**config.mk**
```make
export PLATFORM = sky130hd
export DESIGN_NAME = jtoutrun_shram_arb
export DESIGN_NICKNAME = d
export VERILOG_FILES = /design/src/rtl/jtoutrun_pkg.sv /design/src/rtl/jtoutrun_shram_port.sv /design/src/rtl/jtoutrun_shram_arb.sv
export SDC_FILE = /design/constraint.sdc
export NUM_CORES = 1
export LEC_CHECK = 0
export CAP_MARGIN = 0
export CORE_MARGIN = 2
export CORE_UTILIZATION = 35
export DETAILED_ROUTE_END_ITERATION = 8
export DONT_BUFFER_PORTS = 1
export GPL_TIMING_DRIVEN = 1
export PLACE_DENSITY = 0.58
export SLEW_MARGIN = 5
export SYNTH_ARGS = -nofsm -noshare
export SYNTH_HDL_FRONTEND = slang
export SYNTH_HIERARCHICAL = 1
export SYNTH_SLANG_ARGS = --single-unit
```
**constraint.sdc**
```tcl
create_clock -name clk -period 4.45 [get_ports clk]
set_clock_uncertainty 0.2 [all_clocks]
set_input_delay 0.445 -clock clk [delete_from_list [all_inputs] [get_ports clk]]
set_output_delay 0.445 -clock clk [all_outputs]
set_load 0.05 [all_outputs]
```
**src/rtl/jtoutrun_pkg.sv**
```systemverilog
// Shared constants for the Out Run shared work RAM arbiter.
package jtoutrun_pkg;
  localparam logic [1:0] ST_IDLE  = 2'd0;
  localparam logic [1:0] ST_ACC_A = 2'd1;
  localparam logic [1:0] ST_ACC_B = 2'd2;
  localparam logic [1:0] ST_REL   = 2'd3;

  localparam logic PORT_A = 1'b0;
  localparam logic PORT_B = 1'b1;

  localparam logic [7:0] TOUT_DEF = 8'd255;
endpackage

```
**src/rtl/jtoutrun_shram_port.sv**
```systemverilog
// Per-CPU side of the arbiter: pending/served tracking, level ok and read data hold.
module jtoutrun_shram_port (
  input  logic        rst,
  input  logic        clk,
  input  logic        i_cs,
  input  logic        i_cmpl,
  input  logic        i_load,
  input  logic [15:0] i_data,
  output logic        o_pend,
  output logic        o_ok,
  output logic [15:0] o_dout
);
  logic r_served;

  // served blocks a re-grant until the CPU drops cs for at least one cycle
  assign o_pend = i_cs & ~r_served;

  always_ff @(posedge clk or posedge rst) begin
    if (rst) begin
      r_served <= 1'b0;
      o_ok     <= 1'b0;
      o_dout   <= 16'h0;
    end else if (!i_cs) begin
      r_served <= 1'b0;
      o_ok     <= 1'b0;
    end else if (i_cmpl) begin
      r_served <= 1'b1;
      o_ok     <= 1'b1;
      if (i_load) o_dout <= i_data;
    end
  end
endmodule

```
**src/rtl/jtoutrun_shram_arb.sv**
```systemverilog
// Main/sub 68000 arbiter onto one SDRAM-facing work RAM port, round-robin on contention.
module jtoutrun_shram_arb
  import jtoutrun_pkg::*;
#(
  parameter int         AW   = 14,
  parameter logic [7:0] TOUT = TOUT_DEF
) (
  input  logic          rst,
  input  logic          clk,
  input  logic          a_cs,
  input  logic [AW:1]   a_addr,
  input  logic [1:0]    a_dsn,
  input  logic          a_rnw,
  input  logic [15:0]   a_din,
  output logic [15:0]   a_dout,
  output logic          a_ok,
  input  logic          b_cs,
  input  logic [AW:1]   b_addr,
  input  logic [1:0]    b_dsn,
  input  logic          b_rnw,
  input  logic [15:0]   b_din,
  output logic [15:0]   b_dout,
  output logic          b_ok,
  output logic          mem_cs,
  output logic [AW:1]   mem_addr,
  output logic [1:0]    mem_dsn,
  output logic          mem_we,
  output logic [15:0]   mem_din,
  input  logic [15:0]   mem_dout,
  input  logic          mem_ok,
  output logic          err
);
  logic [1:0]  r_st;
  logic        r_last, r_abort, r_rnw;
  logic [7:0]  r_cnt;
  logic        w_pend_a, w_pend_b, w_gnt_a, w_acc, w_port, w_cs;
  logic        w_tout, w_fin, w_cmpl, w_load;
  logic [15:0] w_data;

  assign w_gnt_a = w_pend_a & (~w_pend_b | (r_last == PORT_B));
  assign w_acc   = (r_st == ST_ACC_A) | (r_st == ST_ACC_B);
  assign w_port  = (r_st == ST_ACC_B) ? PORT_B : PORT_A;
  assign w_cs    = (w_port == PORT_B) ? b_cs : a_cs;
  // a real mem_ok wins over a coincident timeout
  assign w_tout  = ~mem_ok & (r_cnt == TOUT - 8'd1);
  assign w_fin   = w_acc & (mem_ok | w_tout);
  // a requester that let go of cs during the access never sees it complete
  assign w_cmpl  = w_fin & w_cs & ~r_abort;
  assign w_load  = r_rnw | w_tout;
  assign w_data  = w_tout ? 16'hffff : mem_dout;

  jtoutrun_shram_port u_port_a (
    .rst(rst), .clk(clk), .i_cs(a_cs), .i_cmpl(w_cmpl & (w_port == PORT_A)),
    .i_load(w_load), .i_data(w_data), .o_pend(w_pend_a), .o_ok(a_ok), .o_dout(a_dout)
  );

  jtoutrun_shram_port u_port_b (
    .rst(rst), .clk(clk), .i_cs(b_cs), .i_cmpl(w_cmpl & (w_port == PORT_B)),
    .i_load(w_load), .i_data(w_data), .o_pend(w_pend_b), .o_ok(b_ok), .o_dout(b_dout)
  );

  always_ff @(posedge clk or posedge rst) begin
    if (rst) begin
      r_st     <= ST_IDLE;
      r_last   <= PORT_B;
      r_abort  <= 1'b0;
      r_rnw    <= 1'b0;
      r_cnt    <= 8'd0;
      mem_cs   <= 1'b0;
      mem_addr <= '0;
      mem_dsn  <= 2'b00;
      mem_we   <= 1'b0;
      mem_din  <= 16'h0;
      err      <= 1'b0;
    end else begin
      case (r_st)
        ST_IDLE: if (w_pend_a | w_pend_b) begin
          r_st     <= w_gnt_a ? ST_ACC_A : ST_ACC_B;
          r_cnt    <= 8'd0;
          r_abort  <= 1'b0;
          r_rnw    <= w_gnt_a ? a_rnw : b_rnw;
          mem_cs   <= 1'b1;
          mem_addr <= w_gnt_a ? a_addr : b_addr;
          mem_dsn  <= w_gnt_a ? a_dsn : b_dsn;
          mem_we   <= ~(w_gnt_a ? a_rnw : b_rnw);
          mem_din  <= w_gnt_a ? a_din : b_din;
        end
        ST_ACC_A, ST_ACC_B: begin
          if (!w_cs) r_abort <= 1'b1;
          if (w_fin) begin
            mem_cs <= 1'b0;
            r_last <= w_port;
            r_st   <= ST_REL;
            if (w_tout) err <= 1'b1;
          end else begin
            r_cnt <= r_cnt + 8'd1;
          end
        end
        default: r_st <= ST_IDLE;  // REL: let mem_ok fall before the next grant
      endcase
    end
  end
endmodule

```
==> impl_results.md <==
- Number of rows created at floorplan: 38
- Synth cell types: 45
- Sum of overflow across all layers after global routing: 0
- Switching part of the total power: 50.8%
- Post-route worst setup slack: 1.32 ns
- Stage delay of the slowest cell on the critical path: 0.63 ns
- Portion of the clock cycle consumed by the worst path in the final layout: 70.3%
- Initial detailed-routing violation count: 179
- Async set-reset flop share out of synthesis: 100%
- PortBufs: 0
- Starting density of the core: 36.1%
- Count of clock tree sinks: 82
- Vias per cell: 5.30
- Number of buffer and inverter instances along the worst setup path: 1
- Total of fill cells in the finished design: 1079
- Proportion of synthesized chip area in sequential cells: 52.1%
- Post-cts gate resize count: 0
- Via count of the first global-routing pass: 2591
- Prevailing post-synth register cell: sky130_fd_sc_hd__dfrtp_1
- RSZ-0062 raised after global routing: no
- Register clock-pin slew on the reported worst setup and hold paths: 0.06 ns
- Gate Count Post-Synth: 335
- Width of the chip: 110 µm
- Detailed Route WL: 8.71 mm
- Maximum buffer depth of the clock tree: 2
- Switching power summed over all nets: 0.00189 W
- Ratio of cells with drive above 1 in the final layout: 24.5%
- Global Route met2 Usage: 24.1%
- Area taken by flip-flops and latches: 0.00205 mm²
- CP top delay family: simple AND/OR/NAND/NOR gates
- Grt met1 use: 16.7%
- Wire length of the first global-routing pass: 13.3 mm
- Post-Place Setup Slack: 1.30 ns
- Number of enable-type register cells in the synthesized netlist: 0
- Power density relative to cell area: 855 mW/mm²
- 1st-pass router iterations: 4
- Count of warnings emitted by yosys: 6
- Core region area: 0.0109 mm²
- Die Outline Area: 0.0121 mm²
- Crit path capture type: flop
- Max Cap Violations: 0
- Data required, critical path: 4.47 ns
- H-Tree Depth: 3
- Crit path max fanout: 16
- Final setup violation count: 0
- Hold Vio Cnt, Final: 0
- Worst Hold Class: in2reg
- Detailed-route wire length per cell: 18.3 µm
- Busiest grt layer: met2
- Worst ir drop on vdd: 358 µV
- Outcome: finished clean
- Mapped Avg Cell Area: 11.8 µm²
- Max Clock Freq: 320 MHz
- Number of top-level pins: 156
- Most used standard cell by instance count after synthesis: sky130_fd_sc_hd__dfrtp_1
- Minimum period implied by the final worst setup slack: 3.13 ns
- Antenna violation net count after detailed routing: 0
- Setup tns final: 0 ns
- Crit-path cells: inv_1, ha_1, nand3_1, o21bai_1, nand2_1, nor3b_1, nand3_4, mux2_4
- Half-perimeter wire length after detailed placement: 6.33 mm
- Number of antenna violations at the first check in global routing: 1
- GPL Wtd Cong: 0.761
- Top cells by instance count after synthesis: sky130_fd_sc_hd__dfrtp_1, sky130_fd_sc_hd__nand2_1, sky130_fd_sc_hd__o21ai_0, sky130_fd_sc_hd__mux2i_1, sky130_fd_sc_hd__mux2_4
- Worst-margin pin slew: 1.05 ns
- Post-synthesis cell type with the largest combined area: sky130_fd_sc_hd__dfrtp_1
- Die Height: 110 µm
- Remaining routing DRC violations: 0
- Clock tree from TritonCTS: yes
- Arrival time of the worst setup path: 3.15 ns
- Clock network power share: 20.1%
- Top post-synthesis cells by area: sky130_fd_sc_hd__dfrtp_1, sky130_fd_sc_hd__mux2i_1, sky130_fd_sc_hd__mux2_4, sky130_fd_sc_hd__o21ai_0, sky130_fd_sc_hd__mux2_2
- Fraction of power consumed by combinational cells: 21.2%
- Multi-input combinational cell area: 0.00177 mm²
- Clk Tree Root Cell: sky130_fd_sc_hd__clkbuf_16
- Synthesis-stage register bit count: 82
- Number of nets in the synthesized netlist: 427
- Category of the critical setup timing path: reg2reg
- Slowest stage cell, crit path: sky130_fd_sc_hd__o21bai_1
- Setup crit start kind: flop
- CTS buffer count: 9
- Number of pins with negative max-slew slack in the final report: 0
- Area share of the largest cell type after synthesis: 51.4%
- Met3 GRT Util: 6.35%
- Post-CTS Repair Setup Buffers: 0
- Design internal power: 0.00183 W
- Clock latency on the worst-skew pair: 0.34 ns
- Layout overhead on the synthesized area: 10.4%
- Register share of total power: 58.7%
- Largest net degree at the start of global routing: 49
- Leakage power: 2.13 nW
- Post-layout net count: 422
- Number of vias after detailed routing: 2525
- Max-slew headroom: 30.1%
- GRT Util Overall: 14.5%
- Post-synth design cell area: 0.00394 mm²
- Hold Buf Count CTS: 1
==> placed cells by master (no fill, tap or decap), drive strengths merged, types with 2 or more instances in the layout <==
cell     synthesis  layout
ha               5       5
inv              8      10
o21ba            2       2
clkbuf           9      10
clkinv           0       2
nand3           10      10
mux2i           33      33
or2             17      17
a21oi            3       3
dfrtp           81      81
o2bb2ai          2       2
nand3b           3       3
nor3             2       2
nor2             3       3
o211ai           3       3
nor2b            4       4
o21a             2       2
mux2            35      35
nor3b            4       4
a41oi            2       2
o21ai           38      38
buf             10       2
a31oi            3       3
nand2           41      41
o311ai           3       3
==> final timing paths <==
kind	from	endpoint	slack (ns)	cells past startpoint
max	r_cnt[0]	u_port_a/o_dout[5]	1.32	8
min	a_cs	u_port_a/o_ok	0.02	1
max reg2reg	r_cnt[0]	u_port_a/o_dout[5]	1.32	8
min reg2reg	r_cnt[7]	r_cnt[7]	0.31	1
max in group asynchronous	rst	u_port_b/o_ok	3.15	2
min in group asynchronous	rst	r_cnt[2]	0.04	1
==> cells by family (layout without fill, tap and decap cells) <==
kind of cell               count (synthesis)  after routing  synth area share (%)
AOI/OAI and AO/OA                         64             64                  10.2
adders and majority gates                  5              5                  1.59
buffers and inverters                     27             27                  3.52
DFF                                       82             82                  52.1
muxes                                     68             68                  20.3
other                                      0              1                     0
and+or+nand+nor                           89             89                  12.3
==> metal layers <==
layer / share of wire, % / wire length [µm]
met5: 0 / 0
met4: 1.4 / 121
met3: 9.9 / 861
met2: 49 / 4240
met1: 40 / 3480
==> worst reg2reg max path, delay by kind of cell, from the launching register on <==
kind / cells / cell delay [ns]
and+or+nand+nor: 4 / 1.13
AOI/OAI and AO/OA: 1 / 0.63
adders and majority gates: 1 / 0.14
buffers and inverters: 1 / 0.10
DFF: 1 / 0.42
muxes: 1 / 0.39
==> layout make-up <==
class	instances	share of cell area [%]
Tap cell	140	4.02
Antenna cell	1	0.0575
Clock inverter	6	1.49
Inverter	8	0.690
Multi-Input combinational cell	226	40.7
Timing Repair Buffer	3	0.575
Clock buffer	10	5.26
Sequential cell	82	47.2
==> power groups by stage <==
stage | registers [W] | logic, W | clock network (W)
CTS | 0.00219 | 0.000802 | 0.000766
global route | 0.00223 | 0.000908 | 0.000805
detailed placement | 0.00221 | 0.000802 | 0
finish | 0.00219 | 0.000791 | 0.000747
global placement | 0.00220 | 0.000777 | 0
floorplan | 0.00212 | 0.000681 | 0
==> sequential cells by signal (all words and copies together), names as in the netlist <==
name and count:
mem_din 16, u_port_a/o_dout 16, u_port_a/o_ok 1, r_abort 1, r_last 1, mem_we 1
mem_cs 1, mem_dsn 2, err 1, u_port_b/o_dout 16, r_st 2, r_cnt 8
r_rnw 1, u_port_b/o_ok 1, mem_addr 14
==> through the flow <==
step	hold slack [ns]	total power (W)	area, µm²	util [%]	std cells
4_1_cts	0.0103	0.00376	4350	39.8	475
5_1_grt	0.0156	0.00394	4350	39.8	476
6_report	0.0218	0.00372	4350	39.8	476
2_1_floorplan	0.171	0.00280	3940	-	335
3_5_place_dp	0.255	0.00301	4050	37.0	458
3_3_place_gp	0.241	0.00298	4050	37.0	458
(Power assumes the default switching activity.)
